## src/rtl/alu_arbiter_pkg.sv

```systemverilog
// Shared types and constants for the two-requester ALU arbiter:
// FSM state encoding, ALU group codes and datapath widths.
package alu_arbiter_pkg;

    localparam int DATA_W = 16;
    localparam int CODE_W = 5;

    typedef logic [DATA_W-1:0] data_t;
    typedef logic [CODE_W-1:0] code_t;

    typedef enum logic [1:0] {
        S_IDLE = 2'd0,
        S_EXEC = 2'd1,
        S_DONE = 2'd2
    } state_t;

    // ALU code bits [4:3] select one of these groups; bits [2:0] pick the op.
    typedef enum logic [1:0] {
        ARITH   = 2'b00,
        LOGIC   = 2'b01,
        SHIFT   = 2'b10,
        SETCOND = 2'b11
    } group_t;

endpackage

```

## src/rtl/alu_arbiter_if.sv

```systemverilog
// Request/grant/completion bundle between two ALU requesters and the arbiter.
interface alu_arbiter_if;
    import alu_arbiter_pkg::*;

    logic  req0, req1;
    code_t code0, code1;
    data_t a0, b0, a1, b1;
    logic  gnt0, gnt1;
    logic  done0, done1;
    data_t result;
    logic  overflow;
    logic  busy;

    modport master (
        output req0, code0, a0, b0, req1, code1, a1, b1,
        input  gnt0, gnt1, done0, done1, result, overflow, busy
    );

    modport slave (
        input  req0, code0, a0, b0, req1, code1, a1, b1,
        output gnt0, gnt1, done0, done1, result, overflow, busy
    );

endinterface

```

## src/rtl/alu_arbiter_alu.sv

```systemverilog
// Purely combinational 16-bit ALU; v is the signed overflow of the arithmetic ops.
module alu_module
    import alu_arbiter_pkg::*;
(
    input  code_t code,
    input  data_t a,
    input  data_t b,
    output data_t y,
    output logic  v
);

    logic [3:0]          amt;
    logic [2*DATA_W-1:0] rot;
    logic                cond;

    always_comb begin
        y    = a;
        v    = 1'b0;
        amt  = b[3:0];
        rot  = '0;
        cond = 1'b0;
        case (group_t'(code[4:3]))
            ARITH: case (code[2:0])
                3'd0: begin y = a + b;       v = (a[DATA_W-1] == b[DATA_W-1]) && (y[DATA_W-1] != a[DATA_W-1]); end
                3'd1: begin y = a - b;       v = (a[DATA_W-1] != b[DATA_W-1]) && (y[DATA_W-1] != a[DATA_W-1]); end
                3'd2: begin y = a + 16'd1;   v = (a == 16'h7FFF); end
                3'd3: begin y = a - 16'd1;   v = (a == 16'h8000); end
                3'd4: begin y = 16'd0 - a;   v = (a == 16'h8000); end
                default: y = a;
            endcase
            LOGIC: case (code[2:0])
                3'd0: y = a & b;
                3'd1: y = a | b;
                3'd2: y = a ^ b;
                3'd3: y = ~(a & b);
                3'd4: y = ~(a | b);
                3'd5: y = ~(a ^ b);
                3'd6: y = ~a;
                default: y = b;
            endcase
            SHIFT: case (code[2:0])
                3'd0: y = a << amt;
                3'd1: y = a >> amt;
                3'd2: y = $signed(a) >>> amt;
                3'd3: begin rot = {a, a} << amt; y = rot[2*DATA_W-1:DATA_W]; end
                3'd4: begin rot = {a, a} >> amt; y = rot[DATA_W-1:0]; end
                default: y = a;
            endcase
            SETCOND: begin
                case (code[2:0])
                    3'd0: cond = (a == b);
                    3'd1: cond = (a != b);
                    3'd2: cond = ($signed(a) < $signed(b));
                    3'd3: cond = (a < b);
                    3'd4: cond = ($signed(a) >= $signed(b));
                    3'd5: cond = (a >= b);
                    default: cond = 1'b0;
                endcase
                y = {{(DATA_W-1){1'b0}}, cond};
            end
            default: y = a;
        endcase
    end

endmodule

```

## src/rtl/alu_arbiter.sv

```systemverilog
// Round-robin arbiter sharing one ALU between two requesters:
// grant in IDLE, evaluate in EXEC, signal completion in DONE.
module alu_arbiter
    import alu_arbiter_pkg::*;
(
    input  logic          clk,
    input  logic          rst,
    alu_arbiter_if.slave  bus
);

    state_t state, state_next;
    logic   last_grant;
    logic   owner;
    logic   take;
    logic   pick;
    code_t  code_q;
    data_t  a_q, b_q;
    data_t  alu_y, result_q;
    logic   alu_v, overflow_q;

    alu_module u_alu (
        .code (code_q),
        .a    (a_q),
        .b    (b_q),
        .y    (alu_y),
        .v    (alu_v)
    );

    // NOTE: every signal written here gets a default first, so no path infers a latch.
    always_comb begin
        take         = bus.req0 | bus.req1;
        pick         = (bus.req0 & bus.req1) ? ~last_grant : bus.req1;
        state_next   = state;
        bus.gnt0     = 1'b0;
        bus.gnt1     = 1'b0;
        bus.done0    = 1'b0;
        bus.done1    = 1'b0;
        bus.busy     = 1'b0;
        bus.result   = result_q;
        bus.overflow = overflow_q;
        case (state)
            S_IDLE: begin
                // Grants are combinational, so hold them off while reset is asserted.
                if (take && !rst) begin
                    bus.gnt0   = ~pick;
                    bus.gnt1   = pick;
                    state_next = S_EXEC;
                end
            end
            S_EXEC: begin
                bus.busy   = 1'b1;
                state_next = S_DONE;
            end
            S_DONE: begin
                bus.busy   = 1'b1;
                bus.done0  = ~owner;
                bus.done1  = owner;
                state_next = S_IDLE;
            end
            default: state_next = S_IDLE;
        endcase
    end

    // NOTE: non-blocking assignments so every register samples pre-edge values.
    always_ff @(posedge clk or posedge rst) begin
        if (rst) begin
            state      <= S_IDLE;
            last_grant <= 1'b1;
            owner      <= 1'b0;
            code_q     <= '0;
            a_q        <= '0;
            b_q        <= '0;
            result_q   <= '0;
            overflow_q <= 1'b0;
        end else begin
            state <= state_next;
            if (state == S_IDLE && take) begin
                owner  <= pick;
                code_q <= pick ? bus.code1 : bus.code0;
                a_q    <= pick ? bus.a1    : bus.a0;
                b_q    <= pick ? bus.b1    : bus.b0;
            end
            if (state == S_EXEC) begin
                result_q   <= alu_y;
                overflow_q <= (code_q[4:3] == ARITH) && alu_v;
            end
            if (state == S_DONE) begin
                last_grant <= owner;
            end
        end
    end

endmodule

```

## src/flat_wrapper.sv

```systemverilog
// flat-port wrapper written by rule: the top's interface ports become plain ports
module alu_arbiter_flat import alu_arbiter_pkg::*;
  (clk, rst, bus_req0, bus_code0, bus_a0, bus_b0, bus_req1, bus_code1, bus_a1, bus_b1, bus_gnt0, bus_gnt1, bus_done0, bus_done1, bus_result, bus_overflow, bus_busy);
  alu_arbiter_if bus_i ();
  input  logic clk;
  input  logic rst;
  input wire logic [$bits(bus_i.req0)-1:0] bus_req0;
  input wire logic [$bits(bus_i.code0)-1:0] bus_code0;
  input wire logic [$bits(bus_i.a0)-1:0] bus_a0;
  input wire logic [$bits(bus_i.b0)-1:0] bus_b0;
  input wire logic [$bits(bus_i.req1)-1:0] bus_req1;
  input wire logic [$bits(bus_i.code1)-1:0] bus_code1;
  input wire logic [$bits(bus_i.a1)-1:0] bus_a1;
  input wire logic [$bits(bus_i.b1)-1:0] bus_b1;
  output wire logic [$bits(bus_i.gnt0)-1:0] bus_gnt0;
  output wire logic [$bits(bus_i.gnt1)-1:0] bus_gnt1;
  output wire logic [$bits(bus_i.done0)-1:0] bus_done0;
  output wire logic [$bits(bus_i.done1)-1:0] bus_done1;
  output wire logic [$bits(bus_i.result)-1:0] bus_result;
  output wire logic [$bits(bus_i.overflow)-1:0] bus_overflow;
  output wire logic [$bits(bus_i.busy)-1:0] bus_busy;
  assign bus_i.req0 = bus_req0;
  assign bus_i.code0 = bus_code0;
  assign bus_i.a0 = bus_a0;
  assign bus_i.b0 = bus_b0;
  assign bus_i.req1 = bus_req1;
  assign bus_i.code1 = bus_code1;
  assign bus_i.a1 = bus_a1;
  assign bus_i.b1 = bus_b1;
  assign bus_gnt0 = bus_i.gnt0;
  assign bus_gnt1 = bus_i.gnt1;
  assign bus_done0 = bus_i.done0;
  assign bus_done1 = bus_i.done1;
  assign bus_result = bus_i.result;
  assign bus_overflow = bus_i.overflow;
  assign bus_busy = bus_i.busy;
  alu_arbiter u_core (.clk(clk), .rst(rst), .bus(bus_i));
endmodule
```

## config.mk

```make
export PLATFORM = sky130hd
export DESIGN_NAME = alu_arbiter_flat
export DESIGN_NICKNAME = d
export VERILOG_FILES = /design/src/rtl/alu_arbiter_pkg.sv /design/src/rtl/alu_arbiter_if.sv /design/src/rtl/alu_arbiter_alu.sv /design/src/rtl/alu_arbiter.sv /design/src/flat_wrapper.sv
export SDC_FILE = /design/constraint.sdc
export NUM_CORES = 1
export LEC_CHECK = 0
export CAP_MARGIN = 10
export CORE_MARGIN = 2
export CORE_UTILIZATION = 50
export DETAILED_ROUTE_END_ITERATION = 7
export GPL_ROUTABILITY_DRIVEN = 0
export PLACE_DENSITY_LB_ADDON = 0.05
export SYNTH_ARGS = -nofsm -noshare
export SYNTH_HDL_FRONTEND = slang
export SYNTH_SLANG_ARGS = --single-unit
```

## constraint.sdc

```tcl
create_clock -name clk -period 10.85 [get_ports clk]
set_clock_uncertainty 0.1 [all_clocks]
set_input_delay 1.6275 -clock clk [delete_from_list [all_inputs] [get_ports clk]]
set_output_delay 1.6275 -clock clk [all_outputs]
set_load 0.02 [all_outputs]
```

## Word level (Yosys, flattened, before mapping)

Cells that the tools add are included.
Widths: inputs -> output; s select.

| word-level totals | value |
|---|---|
| register bits after elaboration | 58 |
| input bits | 78 |
| output and inout port bits | 22 |
| logic and storage cells | 85 |

| operators by class | value |
|---|---|
| $add $sub $neg | 5 |
| order comparisons | 4 |
| equality and inequality tests | 20 |
| shift operators | 5 |
| muxes and demuxes | 20 |
| bitwise operators | 12 |
| reduce and logical (&&, ||, !) cells | 11 |

Operator list:

| cell | count |
|---|---|
| $pmux 16 s5 | 2 |
| $pmux 16 s7 | 1 |
| $not 16->16 | 4 |
| $pmux 16 s4 | 1 |
| $ge 16x16->1 | 2 |
| $lt 16x16->1 | 2 |
| $mux 16 | 2 |
| $shl 32x4->32 | 1 |
| $shr 32x4->16 | 1 |
| $add 16x1->16 const B | 1 |
| $add 16x16->16 | 1 |
| $and 16x16->16 | 1 |
| $eq 16x15->1 const B | 1 |
| $eq 16x16->1 | 1 |
| $eq 16x16->1 const B | 1 |
| $ne 16x16->1 | 1 |
| $or 16x16->16 | 1 |
| $shl 16x4->16 | 1 |
| $shr 16x4->16 | 1 |
| $sshr 16x4->16 | 1 |
| $sub 1x16->16 const A | 1 |
| $sub 16x1->16 const B | 1 |
| $sub 16x16->16 | 1 |
| $xor 16x16->16 | 1 |
| other kinds (22) | 46 |

## Depth between registers and ports, before layout

Gate-level depths: netlist of run 1.

| logic depth | value |
|---|---|
| word-level depth | 6 |
| depth in mapped cells | 14 |
| gate-level depth less buffers | 12 |

## Cells and area by module

A second synthesis of run 1 with hierarchy kept.

| unflattened totals | value |
|---|---|
| cells, all modules | 1314 |
| area total of the unflattened synthesis | 9232.6 um2 |

Modules (own cells, without submodules):

| module | instances | cells an instance | area an instance (um2) | seq. area each (um2) |
|---|---|---|---|---|
| alu_module | 1 | 1048 | 6653.9 | 0.0 |
| alu_arbiter | 1 | 266 | 2578.7 | 1452.6 |

## Worst setup path after synthesis of run 1

Ideal clock, no wire load.

| path | value |
|---|---|
| kind | in2out |
| start point | in bus_req1 |
| end point | out bus_gnt1 |
| arrival | 3161 ps |
| required time | 9123 ps |
| slack | 5961 ps |
| stages | 5 |
| path buffers | 2 |
| cells stage by stage | a21boi_1 buf_1 clkbuf_1 nand2_1 nor2_1 |

| on the way | value |
|---|---|
| word-level cells in the longest chain between the ends | 4 |
| elaborated cells on any way between the ends | 6 |
| classes of those cells | mux: 3; bitwise: 2; reduce/logical: 1 |

RTL lines:

| item | line | text |
|---|---|---|
| from (decl) | flat_wrapper.sv:11 | `input wire logic [$bits(bus_i.req1)-1:0] bus_req1;` |
| $and 1x1->1 / $or 1x1->1 (equally long branches) | alu_arbiter.sv:32, alu_arbiter.sv:31 |  |
| $mux 1 / $logic_and 1x1->1 (equally long branches) | alu_arbiter.sv:32, alu_arbiter.sv:44 |  |
| $mux 1 * | alu_arbiter.sv:44 | `if (take && !rst) begin` |
| $mux 1 * | alu_arbiter.sv:41 | `case (state)` |
| to (decl) | flat_wrapper.sv:16 | `output wire logic [$bits(bus_i.gnt1)-1:0] bus_gnt1;` |

Mark *: on every way between the ends. The rest lies on a longest branch, timed or not.

## Worst setup path after layout of run 1

Same ends and word-level chain as after synthesis.

==> impl_metrics.yaml, run 1 <==
run_status:
  status: "finished with violations"
  violations: "DRC"
routing:
  ant_nets: 0
  viasPerCell: 7.013
  routedWlPerCell_um: 25.08
  routed_wl_mm: 37.75
  dr.pass1.iters: 8
  drc: 2
  drt_iter0_markers: 1481
  vias: 10550
floorplanning:
  dieWidth_um: 140.5
  initial_core_util_pct: 51.48
  ios: 100
  dieArea_um2: 19730
  die_h_um: 140.5
  coreArea_um2: 18090
  rows: 49
synthesis:
  synth_area_um2: 9310
  synthDistinctLibCells: 83
  yosys_register_bits: 58
  yosysTopAreaCell: "dfrtp_1"
  synthArstFlopShare_pct: 100.0
  syn_nets: 1380
  synth-edff-count: 0
  seq_area_frac_synth_pct: 15.60
  syn_inst: 1231
  yosys_most_used_dff: "dfrtp_1"
  synth_warnings: 0
  synth_top_area_share_pct: 15.32
  avgSynthCellArea_um2: 7.563
  synthTopCellsByArea: "dfrtp_1 (15%), ha_1 (9.1%), mux2i_1 (8.8%)"
setup_path:
  crit_path_max_fanout: 38
  critPathCaptureType: "output pin"
  arrival_ps: 3790
  worstSetupPathType: "input pin to output pin"
  cp.required_ps: 9120
  critPathLaunchType: "input pin"
cts:
  clockBufferDepth: 2
  clk_latency_ps: 360
  ctsResizeCount: 0
  cts_made_buffers: 9
  htree_levels: 3
  postCtsHoldBufs: 0
  cts.clk_slew.worst_paths_ps: 60
  cts_setup_buffers: 0
  cts.sinks: 58
  cts_tree: "yes"
  cts_root_buf: "clkbuf_16"
sta:
  finalCritPeriodShare_pct: 50.82
  hold_violations: 0
  slew_violations: 0
  relSlewSlack_pct: 17.87
  rsz0062_at_grt: "false"
  fin_crit_ps: 5514
  fin_tns_setup_ps: 0
  max_freq_mhz: 181.4
  setup_violations: 0
  worstMarginPinSlew_ps: 1201
global_routing:
  grt_max_degree: 76
  overflow: 0
  grt_pass1_vias: 10020
  grt_pass1_wl_mm: 57.92
  grt_use_total_pct: 37.91
  antenna_found_initial: 0
place:
  dp_hpwl_mm: 26.74
  portBuffers: 99
  placed_area_um2: 10350
  dp.cells: 1488
finish:
  area_delta_synth_final_pct: 14.76
  fin_area_um2: 10680
  final_cell_mix: "nand2_1 (136), o21ai_0 (129), clkdlybuf4s50_1 (99)"
  stdcell_count: 1505
  fillers: 1706
  nets: 1419
  drive_gt1_share_pct: 8.863
  final_util_pct: 59.07
  final_common_cell: "nand2_1"
worst_hold_path:
  min_path_type: "register to register"
job:
  drv_cap: 0
metal layers:
metal  up-vias  GRT usage [%]  wire length (um)
li1       4648              -                 -
met3       215          8.957              5140
met2       896          55.37             15530
met5         -              0                 0
met4         0          22.47              2468
met1      4795          50.97             14610
metrics by stage:
stage               setup slack [ps]  hold slack [ps]
floorplan                       5961            377.5
global placement                5358            384.6
detailed placement              5344            392.3
CTS                             5329            408.0
global route                    5221            436.0
finish                          5336            402.5
worst paths after layout:
kind,cells after the start,endpoint,slack [ps],start
min in group asynchronous,3,u_core.state[0],1840,rst
hold / removal,1,u_core.bus.result[1],400,u_core.bus.result[1]
setup reg to reg,12,u_core.bus.result[14],6140,u_core.code_q[1]
hold reg to reg,1,u_core.bus.result[1],400,u_core.bus.result[1]
setup / recovery,6,bus_gnt1,5340,bus_req1
max in group asynchronous,3,u_core.b_q[0],8240,rst
synthesized netlist by cell type, types with 6 or more instances:
master	n
a2111oi_0	9
a211oi_1	14
a21o_1	7
a21oi_1	90
a221o_1	7
a221oi_1	17
a22oi_1	13
a31oi_1	21
a32oi_1	6
and2_1	8
buf_1	13
buf_2	21
clkbuf_1	60
clkbuf_8	7
dfrtp_1	57
ha_1	68
inv_1	58
mux2_2	18
mux2i_1	82
mux4_2	18
nand2_1	136
nand2b_1	10
nand3_1	17
nand4_1	9
nor2_1	92
nor2b_1	14
nor3_1	25
nor4_1	9
o2111ai_1	6
o211ai_1	17
o21ai_0	130
o21bai_1	6
o221ai_1	15
o22ai_1	13
o31ai_1	9
or3_1	6
xnor2_1	30
xor2_1	7
logic make-up after synthesis:
logic type	synth area share, %
buf+inv	8.171
mux	15.63
simple gates	17.59
flops	15.60
compound gates	29.74
fa+ha+maj	9.784
xor+xnor	3.481
sequential cells by signal, summed over array words and instances (netlist names):
register	count
u_core.bus.overflow	1
u_core.code_q	5
u_core.owner	1
u_core.b_q	16
u_core.state	2
u_core.bus.result	16
u_core.a_q	16
u_core.last_grant	1
worst max-delay path, cell delays in order:
cell and delay (ps):
clkdlybuf4s50_1 550, a21boi_4 200, buf_4 510, nand2_1 160
nor2_1 120, clkdlybuf4s50_1 610
cell type report:
class | count | area, um2 | area share (%)
multi-input cells | 1004 | 7119 | 66.64
flip-flops and latches | 58 | 1458 | 13.64
repair buffers | 134 | 1254 | 11.73
well taps | 229 | 286.5 | 2.682
clock buffers | 10 | 239.0 | 2.237
inverters | 63 | 236.5 | 2.213
clock inverters | 6 | 88.84 | 0.8315
diodes | 1 | 2.502 | 0.02342
Power of run 1 is not shown: default switching activity piles up to over one toggle a cycle in this logic, so the estimate is an artifact.
==> run 2: changes to the inputs <==
==> constraint.sdc (replaced) <==
create_clock -name clk -period 5 [get_ports clk]
set_clock_uncertainty 0.1 [all_clocks]
set_input_delay 0.75 -clock clk [delete_from_list [all_inputs] [get_ports clk]]
set_output_delay 0.75 -clock clk [all_outputs]
set_load 0.02 [all_outputs]
==> impl_metrics.yaml, run 2 (synthesis results as in run 1) <==
global_routing:
  grt_use_total_pct: 38.76
  overflow: 0
  grt_pass1_vias: 9960
  antenna_found_initial: 0
  grt_pass1_wl_mm: 59.05
  grt_max_degree: 76
sta:
  rsz0062_at_grt: "false"
  max_freq_mhz: 237.0
  setup_violations: 0
  worstMarginPinSlew_ps: 1066
  slew_violations: 0
  fin_crit_ps: 4219
  hold_violations: 0
  finalCritPeriodShare_pct: 84.38
  relSlewSlack_pct: 28.69
  fin_tns_setup_ps: 0
place:
  portBuffers: 99
  dp_hpwl_mm: 27.80
floorplanning:
  coreArea_um2: 18090
  initial_core_util_pct: 51.48
  die_h_um: 140.5
  dieArea_um2: 19730
  ios: 100
  rows: 49
  dieWidth_um: 140.5
routing:
  drt_iter0_markers: 1614
  vias: 10570
  drc: 0
  ant_nets: 0
  viasPerCell: 7.006
  routed_wl_mm: 38.48
  routedWlPerCell_um: 25.52
  dr.pass1.iters: 8
setup_path:
  critPathLaunchType: "register"
  critPathCaptureType: "register"
  r2r_start: "u_core.code_q[2]"
  arrival_ps: 4370
  cp-startpoint: "u_core.code_q[2]"
  worstSetupPathType: "register to register"
  r2r_cells: 12
  crit_path_max_fanout: 24
  cp.required_ps: 5150
cts:
  cts.clk_slew.worst_paths_ps: 70
  postCtsHoldBufs: 0
  cts_tree: "yes"
  cts_root_buf: "clkbuf_16"
  htree_levels: 3
  ctsResizeCount: 0
  clk_latency_ps: 350
  cts_setup_buffers: 0
  clockBufferDepth: 2
  cts_made_buffers: 9
  cts.sinks: 58
finish:
  nets: 1423
  n_antenna_cell: 0
  final_common_cell: "nand2_1"
  drive_gt1_share_pct: 9.148
  area_delta_synth_final_pct: 14.54
  final_cell_mix: "nand2_1 (136), o21ai_0 (129), clkdlybuf4s50_1 (99)"
worst_hold_path:
  timing.hold.worst_path_depth: 1
  min_path_type: "register to register"
  hp-start: "u_core.bus.result[1]"
run_status:
  status: "completed"
job:
  drv_cap: 0
run 2: cell type report:
cell class	count	area, um2
timing repair buffer	138	1284
tap	229	286.5
multi-input combinational	1004	7119
clock inverter	6	41.29
fill	1707	7422
inverter	63	236.5
sequential	58	1458
clock buffer	10	239.0
run 2: final timing paths:
kind	to	slack, ps
setup / recovery	u_core.bus.result[14]	780
hold / removal	u_core.bus.result[1]	430
setup reg to reg	u_core.bus.result[14]	780
hold reg to reg	u_core.bus.result[1]	430
max in group asynchronous	u_core.code_q[1]	3070
min in group asynchronous	u_core.state[1]	840
run 2: layer usage:
metal	vias to the layer above	GRT usage, %	part of all wire, %
met3	201	9.094	14
li1	4653	-	-
met2	841	58.18	42
met4	0	22.11	6.6
met1	4870	51.25	38
met5	-	0	0
run 2: critical path: stages, from the launching register on:
cell and delay, ps:
dfrtp_2 550, nand3b_2 420, clkinv_1 90, buf_4 330, ha_1 350, a2111oi_0 510
o21ai_0 340, and3_1 270, a2111oi_2 520, a21oi_1 140, xor2_1 160, nand2_1 80
a211oi_1 230
run 2: per-stage QoR:
stage | area [um2] | std cells | setup WS [ps] | utilization [%] | hold WS [ps]
after floorplan | 9310 | 1231 | 1496 | - | 377.5
after global placement | 10380 | 1492 | 1105 | 57.41 | 399.3
after detailed placement | 10380 | 1492 | 941.3 | 57.41 | 407.0
after CTS | 10660 | 1508 | 948.9 | 58.96 | 423.1
after global routing | 10660 | 1508 | 666.0 | 58.96 | 439.7
final | 10660 | 1508 | 781.2 | 58.96 | 425.8
Power of run 2 is left out for the same reason.
